[config.mk]
export PLATFORM = sky130hd
export DESIGN_NAME = csel_adder_pipe
export DESIGN_NICKNAME = d
export VERILOG_FILES = /design/src/rtl/csel_adder_pipe.sv
export SDC_FILE = /design/constraint.sdc
export NUM_CORES = 1
export LEC_CHECK = 0
export CAP_MARGIN = 5
export CORE_MARGIN = 3
export CORE_UTILIZATION = 33
export DETAILED_ROUTE_END_ITERATION = 7
export HOLD_SLACK_MARGIN = 0.05
export PLACE_DENSITY_LB_ADDON = 0.08
export SLEW_MARGIN = 0
export SYNTH_ARGS = -nofsm -noshare
export SYNTH_HDL_FRONTEND = slang
export SYNTH_SLANG_ARGS = --single-unit
[constraint.sdc]
create_clock -name clk -period 3.6 [get_ports clk]
set_clock_uncertainty 0.15 [all_clocks]
set_input_delay 0.72 -clock clk [delete_from_list [all_inputs] [get_ports clk]]
set_output_delay 0.72 -clock clk [all_outputs]
set_load 0.03 [all_outputs]
[src/rtl/csel_adder_pipe.sv]
// Pipelined carry-select adder: WIDTH/SEG stages, each resolving one SEG-bit segment built from BLK-bit select blocks.
// Optional subtract mode with signed overflow flag when CSEL_ADDER_PIPE_SUB_EN is defined.
module csel_adder_pipe #(
  parameter int WIDTH = 32,
  parameter int SEG   = 8,
  parameter int BLK   = 4
) (
  input  logic             clk,
  input  logic             rst_n,
  input  logic             in_valid,
  output logic             in_ready,
  input  logic [WIDTH-1:0] a,
  input  logic [WIDTH-1:0] b,
  input  logic             cin,
  output logic             out_valid,
  input  logic             out_ready,
  output logic [WIDTH-1:0] sum,
  output logic             cout
`ifdef CSEL_ADDER_PIPE_SUB_EN
  ,
  input  logic             sub,
  output logic             ovf
`endif
);

  localparam int NSEG = WIDTH / SEG;
  localparam int NBLK = SEG / BLK;

  if (WIDTH % SEG != 0) begin : g_bad_seg
    $error("csel_adder_pipe: WIDTH must be a multiple of SEG");
  end
  if (SEG % BLK != 0) begin : g_bad_blk
    $error("csel_adder_pipe: SEG must be a multiple of BLK");
  end

  // One segment: every block precomputes both carry cases, the block carries ripple through the select muxes.
  function automatic logic [SEG:0] csel_seg(input logic [SEG-1:0] x,
                                            input logic [SEG-1:0] y,
                                            input logic           ci);
    logic [SEG-1:0] s;
    logic           c;
    logic [BLK:0]   r0;
    logic [BLK:0]   r1;
    s = '0;
    c = ci;
    for (int i = 0; i < NBLK; i++) begin
      r0 = {1'b0, x[i*BLK +: BLK]} + {1'b0, y[i*BLK +: BLK]};
      r1 = {1'b0, x[i*BLK +: BLK]} + {1'b0, y[i*BLK +: BLK]} + {{BLK{1'b0}}, 1'b1};
      s[i*BLK +: BLK] = c ? r1[BLK-1:0] : r0[BLK-1:0];
      c = c ? r1[BLK] : r0[BLK];
    end
    return {c, s};
  endfunction

  logic             adv;
  logic [WIDTH-1:0] b_in;

  assign adv      = out_ready | ~out_valid;
  assign in_ready = adv;

`ifdef CSEL_ADDER_PIPE_SUB_EN
  assign b_in = sub ? ~b : b;
`else
  assign b_in = b;
`endif

  for (genvar k = 0; k < NSEG; k++) begin : g_stage
    // Operands still to be resolved arrive right-aligned, so the current segment is always the low SEG bits.
    localparam int IW = WIDTH - k*SEG;
    localparam int SW = (k+1)*SEG;

    logic [IW-1:0] a_i;
    logic [IW-1:0] b_i;
    logic          c_i;
    logic          vld_i;
    logic [SEG:0]  res;
    logic [SW-1:0] s_n;
    logic          vld_r;
    logic          c_r;
    logic [SW-1:0] s_r;

    assign res = csel_seg(a_i[SEG-1:0], b_i[SEG-1:0], c_i);

    if (k == 0) begin : g_head
      assign a_i   = a;
      assign b_i   = b_in;
      assign c_i   = cin;
      assign vld_i = in_valid;
      assign s_n   = res[SEG-1:0];
    end else begin : g_body
      assign a_i   = g_stage[k-1].g_ops.a_r;
      assign b_i   = g_stage[k-1].g_ops.b_r;
      assign c_i   = g_stage[k-1].c_r;
      assign vld_i = g_stage[k-1].vld_r;
      assign s_n   = {res[SEG-1:0], g_stage[k-1].s_r};
    end

    always_ff @(posedge clk or negedge rst_n) begin
      if (!rst_n) begin
        vld_r <= 1'b0;
        c_r   <= 1'b0;
        s_r   <= '0;
      end else if (adv) begin
        vld_r <= vld_i;
        c_r   <= res[SEG];
        s_r   <= s_n;
      end
    end

    if (k < NSEG-1) begin : g_ops
      logic [IW-SEG-1:0] a_r;
      logic [IW-SEG-1:0] b_r;
      always_ff @(posedge clk or negedge rst_n) begin
        if (!rst_n) begin
          a_r <= '0;
          b_r <= '0;
        end else if (adv) begin
          a_r <= a_i[IW-1:SEG];
          b_r <= b_i[IW-1:SEG];
        end
      end
    end

`ifdef CSEL_ADDER_PIPE_SUB_EN
    // Signed overflow needs only the top segment: operand sign bits agree but the result sign differs.
    if (k == NSEG-1) begin : g_ovf
      logic ovf_r;
      always_ff @(posedge clk or negedge rst_n) begin
        if (!rst_n) begin
          ovf_r <= 1'b0;
        end else if (adv) begin
          ovf_r <= (a_i[SEG-1] == b_i[SEG-1]) & (res[SEG-1] != a_i[SEG-1]);
        end
      end
    end
`endif
  end

  assign out_valid = g_stage[NSEG-1].vld_r;
  assign sum       = g_stage[NSEG-1].s_r;
  assign cout      = g_stage[NSEG-1].c_r;
`ifdef CSEL_ADDER_PIPE_SUB_EN
  assign ovf       = g_stage[NSEG-1].g_ovf.ovf_r;
`endif

endmodule

==> results.json, run 1 <==
{
  "status": "finished clean",
  "crit_required_ns": 3.79,
  "syn_area_um2": 8660,
  "totalWireLength_mm": 17.78,
  "reg2reg_depth": 7,
  "critPathKind": "in2reg",
  "arrival_ns": 3.23,
  "synth_edf_count": 0,
  "rsz0062_at_grt": "false",
  "numCtsBuffers": 17,
  "tns_ns": 0,
  "synth.lib_cells_used.distinct": 48,
  "port_buffers": 103,
  "cts_setup_buffers": 0,
  "clockRootBuffer": "clkbuf_16",
  "layout_setup_ws_ns": 0.5682,
  "dieArea_um2": 28220,
  "worst_pin_slew_ns": 1.030,
  "final_core_util_pct": 41.73,
  "synth-async-reset-ratio_pct": 100.0,
  "hold_class": "in2async",
  "max_freq_mhz": 329.8,
  "cts_resized": 0,
  "power.leakage_uw": 0.005304,
  "hold_violations": 0,
  "r2r_slack_ns": 0.80,
  "cts.htree.levels": 4,
  "post-dp-hpwl_mm": 11.58,
  "r2r-end": "g_stage[1].c_r",
  "maxSlewViolCount": 0,
  "cts_hold_buf": 0,
  "grt_pass1_vias": 6505,
  "place_ws_ns": 0.1147,
  "synthCells": 974,
  "diodes": 0,
  "drc": 0,
  "worstSkewPairLatency_ns": 0.43,
  "crit_path_end_kind": "register",
  "ios": 104,
  "p_per_area_nw_per_um2": 893.3,
  "wire_per_inst_um": 12.69,
  "place.gp.congestion": 0.7456,
  "final-setup-viol-count": 0,
  "antenna_found_initial": 0,
  "track_usage_pct": 13.25,
  "nFillCells": 2582,
  "maxCapViolations": 0,
  "drtAntennaViolNets": 0,
  "dieHeight_um": 168.0,
  "ir_drop_mv": 0.7824,
  "fin_crit_sh_pct": 84.22,
  "viasPerCell": 4.595,
  "ys.warnings.count": 0,
  "slew_headroom_pct": 31.34,
  "syn-num-nets": 1091,
  "r2r_start": "g_stage[0].g_ops.a_r[0]",
  "period_needed_ns": 3.032,
  "vias": 6437,
  "place_area_um2": 10060,
  "design_area_um2": 10630,
  "crit_fanout": 7,
  "synthToLayoutAreaGrowth_pct": 22.74,
  "ys_ff_latch": 184,
  "finalPower_uw": 9494,
  "grt_max_degree": 182,
  "drt-initial-drc-count": 351,
  "grt_pass1_wl_mm": 31.19,
  "grt_overflow_total": 0,
  "syn_area_per_cell_um2": 8.891,
  "clk_path_buf_depth": 2,
  "start_util_pct": 34.00,
  "clock-sinks": 184,
  "layout.nets": 1175,
  "yosysSeqAreaShare_pct": 53.17,
  "core_um2": 25470,
  "drive_above_1_share_pct": 5.135,
  "cts_tree": "done",
  "clkTransAtPathRegs_ns": 0.07,
  "fp-row-count": 58,
  "worstSetupStartpointType": "input port",
  "synthFlopType": "dfrtp_1",
  "die-width_um": 168.0,
  "drt-pass1-iter-count": 4
}
layout make-up:
type | count | area (µm²) | share of cell area [%]
clock buffers | 21 | 460.4 | 4.332
clock inverters | 11 | 112.6 | 1.059
inverters | 5 | 23.77 | 0.2237
multi-input cells | 738 | 3865 | 36.36
flip-flops and latches | 184 | 4604 | 43.32
well taps | 330 | 412.9 | 3.885
repair buffers | 112 | 1150 | 10.82
per-stage QoR:
step | std cells | hold slack (ns)
after detailed placement | 1369 | 0.3022
after CTS | 1401 | 0.1614
after floorplan | 974 | 0.2744
final | 1401 | 0.1502
after global placement | 1369 | 0.2930
after global routing | 1401 | 0.1696
sequential cells by signal, indices dropped and copies added, names as in the netlist:
| signal | cells |
|---|---|
| out_valid | 1 |
| g_stage.g_ops.b_r | 48 |
| g_stage.c_r | 3 |
| sum | 32 |
| cout | 1 |
| g_stage.vld_r | 3 |
| g_stage.s_r | 48 |
| g_stage.g_ops.a_r | 48 |
metal layers:
metal	vias up	share of wire [%]	global-route usage, %
li1	3361	-	-
met1	2987	52	18.81
met2	82	44	20.77
met3	7	2.8	2.747
met4	0	0.82	3.522
met5	-	0	0
cells in the final DEF (no fill, tap or decap), types with 5 or more instances in the layout:
| cell | Yosys | routed |
|---|---|---|
| clkdlybuf4s50_1 | 0 | 101 |
| xor2_1 | 15 | 15 |
| a21oi_1 | 27 | 27 |
| and3_1 | 11 | 11 |
| xnor2_1 | 9 | 9 |
| a21o_1 | 16 | 16 |
| a31oi_1 | 16 | 16 |
| clkbuf_16 | 0 | 17 |
| nand3_1 | 11 | 11 |
| buf_4 | 0 | 6 |
| o31ai_1 | 7 | 7 |
| o21ai_0 | 13 | 13 |
| nand4_1 | 10 | 10 |
| dfrtp_1 | 184 | 184 |
| nand2_1 | 470 | 470 |
| inv_6 | 0 | 5 |
| nor2_1 | 29 | 29 |
| ha_1 | 40 | 40 |
| nor3_1 | 6 | 6 |
| fa_1 | 8 | 8 |
kinds of logic after synthesis:
| group | after synthesis | share of synthesized area [%] |
|---|---|---|
| AO/OA/AOI/OAI | 102 | 7.831 |
| XOR/XNOR | 25 | 2.615 |
| adder cells (fa/ha/maj) | 48 | 7.629 |
| buffers and inverters | 52 | 2.283 |
| flip-flops | 184 | 53.17 |
| multiplexers | 4 | 0.4624 |
| AND/OR/NAND/NOR | 559 | 26.01 |
worst max path at each step:
stage               cells past startpoint  slack (ns)           endpoint  startpoint
detailed placement                      8        0.11  g_stage[0].s_r[7]        a[0]
finish                                  8        0.57  g_stage[0].s_r[7]        a[0]
CTS                                     8        0.58  g_stage[0].s_r[7]        a[0]
floorplan                               7        0.69  g_stage[0].s_r[7]        a[0]
global placement                        8        0.14  g_stage[0].s_r[7]        a[0]
global route                            9        0.43     g_stage[0].c_r        a[4]
where the power goes:
part | internal (µW) | leakage [µW] | switching, µW
sequential | 2970 | 0.00222 | 514
clock | 1010 | 0.000285 | 826
combinational | 1760 | 0.00280 | 2430
Yosys cell counts (all sizes together), types with 5 or more instances:
cell,number,area share (%)
nand2,470,20
dfrtp,184,53
ha,40,5.8
clkbuf,38,1.6
nor2,29,1.3
a21oi,27,1.6
a21o,17,1.5
a31oi,16,1.2
xor2,16,1.7
o21ai,14,0.81
nand3,12,0.75
and3,11,0.79
nand4,10,0.72
buf,9,0.42
xnor2,9,0.91
fa,8,1.8
o31ai,8,0.75
nor3,6,0.35
inv,5,0.22
critical path, cell delays in order:
cell and delay [ns]:
clkdlybuf4s50_1 0.40, ha_1 0.22, fa_1 0.53, ha_1 0.19, nand3_2 0.12, o31a_1 0.34, or4_1 0.53, a31oi_1 0.16
(Power assumes the default switching activity.)
==> run 2, diff against run 1 <==
==> constraint.sdc (replaced) <==
create_clock -name clk -period 2.8 [get_ports clk]
set_clock_uncertainty 0.15 [all_clocks]
set_input_delay 0.56 -clock clk [delete_from_list [all_inputs] [get_ports clk]]
set_output_delay 0.56 -clock clk [all_outputs]
set_load 0.03 [all_outputs]
==> results.json, run 2 (synthesis results as in run 1) <==
{
  "numCtsBuffers": 17,
  "maxCapViolations": 0,
  "post-dp-hpwl_mm": 12.59,
  "fp-row-count": 58,
  "critPathKind": "reg2reg",
  "core_um2": 25470,
  "diodes": 0,
  "crit_required_ns": 2.99,
  "dieHeight_um": 168.0,
  "fin_crit_sh_pct": 95.14,
  "totalWireLength_mm": 18.16,
  "ios": 104,
  "arrival_ns": 2.85,
  "maxSlewViolCount": 0,
  "reg_top3": "g_stage.g_ops.a_r (48), g_stage.g_ops.b_r (48), g_stage.s_r (48)",
  "max_freq_mhz": 375.4,
  "start_util_pct": 34.00,
  "ir_drop_mv": 0.4606,
  "drtAntennaViolNets": 0,
  "hold_class": "reg2reg",
  "clockRootBuffer": "clkbuf_16",
  "worstSetupStartpointType": "register",
  "cts_tree": "done",
  "grt_max_degree": 91,
  "antenna_found_initial": 0,
  "period_needed_ns": 2.664,
  "status": "finished clean",
  "worstSkewPairLatency_ns": 0.42,
  "grt_overflow_total": 0,
  "die-width_um": 168.0,
  "final-setup-viol-count": 0,
  "vias": 6573,
  "final_core_util_pct": 42.97,
  "worst_pin_slew_ns": 0.5557,
  "clkTransAtPathRegs_ns": 0.07,
  "tns_ns": 0,
  "viasPerCell": 4.577,
  "synthToLayoutAreaGrowth_pct": 26.38,
  "clk_path_buf_depth": 2,
  "finalPower_uw": 12530,
  "drt-pass1-iter-count": 6,
  "layout.nets": 1210,
  "final_common_cell": "nand2_1",
  "track_usage_pct": 13.24,
  "crit_path_end_kind": "register",
  "port_buffers": 103,
  "drc": 0,
  "place.gp.congestion": 0.7543,
  "layout_common_cells": "nand2_1 (470), dfrtp_1 (184), clkdlybuf4s50_1 (98)",
  "slew_headroom_pct": 62.95,
  "p_per_area_nw_per_um2": 1145,
  "grt_pass1_wl_mm": 31.33,
  "holdWs_ns": 0.3139,
  "power.leakage_uw": 0.005493,
  "crit_fanout": 5,
  "dieArea_um2": 28220,
  "drt-initial-drc-count": 347,
  "grt_pass1_vias": 6421,
  "clock-sinks": 184,
  "wire_per_inst_um": 12.64,
  "cts.htree.levels": 4,
  "hold_violations": 0,
  "drive_above_1_share_pct": 8.951
}
-- run 2: path summary, 6_finish.rpt --
kind	to	cells after the start	slack [ns]	from
min in group asynchronous	sum[3]	2	0.54	rst_n
hold / removal	g_stage[2].s_r[6]	2	0.31	g_stage[2].s_r[6]
max in group asynchronous	sum[19]	3	1.22	rst_n
setup / recovery	sum[31]	8	0.14	g_stage[2].g_ops.a_r[0]
hold reg to reg	g_stage[2].s_r[6]	2	0.31	g_stage[2].s_r[6]
setup reg to reg	sum[31]	8	0.14	g_stage[2].g_ops.a_r[0]
-- run 2: layout make-up --
class                           instances  area [µm²]
Fill cell                            2595       14530
Sequential cell                       184        4604
Multi-Input combinational cell        738        3902
Timing Repair Buffer                  147        1403
Clock buffer                           18       439.2
Tap cell                              330       412.9
Clock inverter                         14       158.9
Inverter                                5       23.77
-- run 2: power breakdown --
part           internal (µW)  switching (µW)  total (µW)
sequential              3820             652        4470
combinational           2420            3190        5610
clock                   1370            1090        2460
total                   7600            4930       12500
-- run 2: through the flow --
step	instances	setup slack, ns	instance area [µm²]
floorplan	974	0.05333	8660
global placement	1401	-0.4318	10280
detailed placement	1401	-0.4709	10280
CTS	1434	0.07322	10900
global route	1436	-0.005549	10940
finish	1436	0.1360	10940
-- run 2: critical path, stage by stage, from the launching register on --
cell,delay [ns]
dfrtp_1,0.40
ha_2,0.21
fa_1,0.47
a21o_1,0.24
a21oi_1,0.20
nor4_1,0.09
buf_4,0.16
or4_1,0.49
a31oi_1,0.16
-- run 2: what timing repair did --
| action | CTS | global route |
|---|---|---|
| setup endpoints to repair | 2 | 10 |
| resized for setup | 5 | 8 |
| hold buffers | 1 | 0 |
| pin swaps | 6 | 6 |
| buffers inserted | 0 | 2 |
| gates cloned | 0 | 0 |
| hold endpoints to repair | 60 | 0 |
-- run 2: per-layer routing --
metal	track usage (%)	share of wire, %	vias to the layer above
met4	3.842	1.1	0
met3	2.278	2.7	18
li1	-	-	3437
met5	0	0	-
met2	20.96	45	82
met1	18.77	52	3036
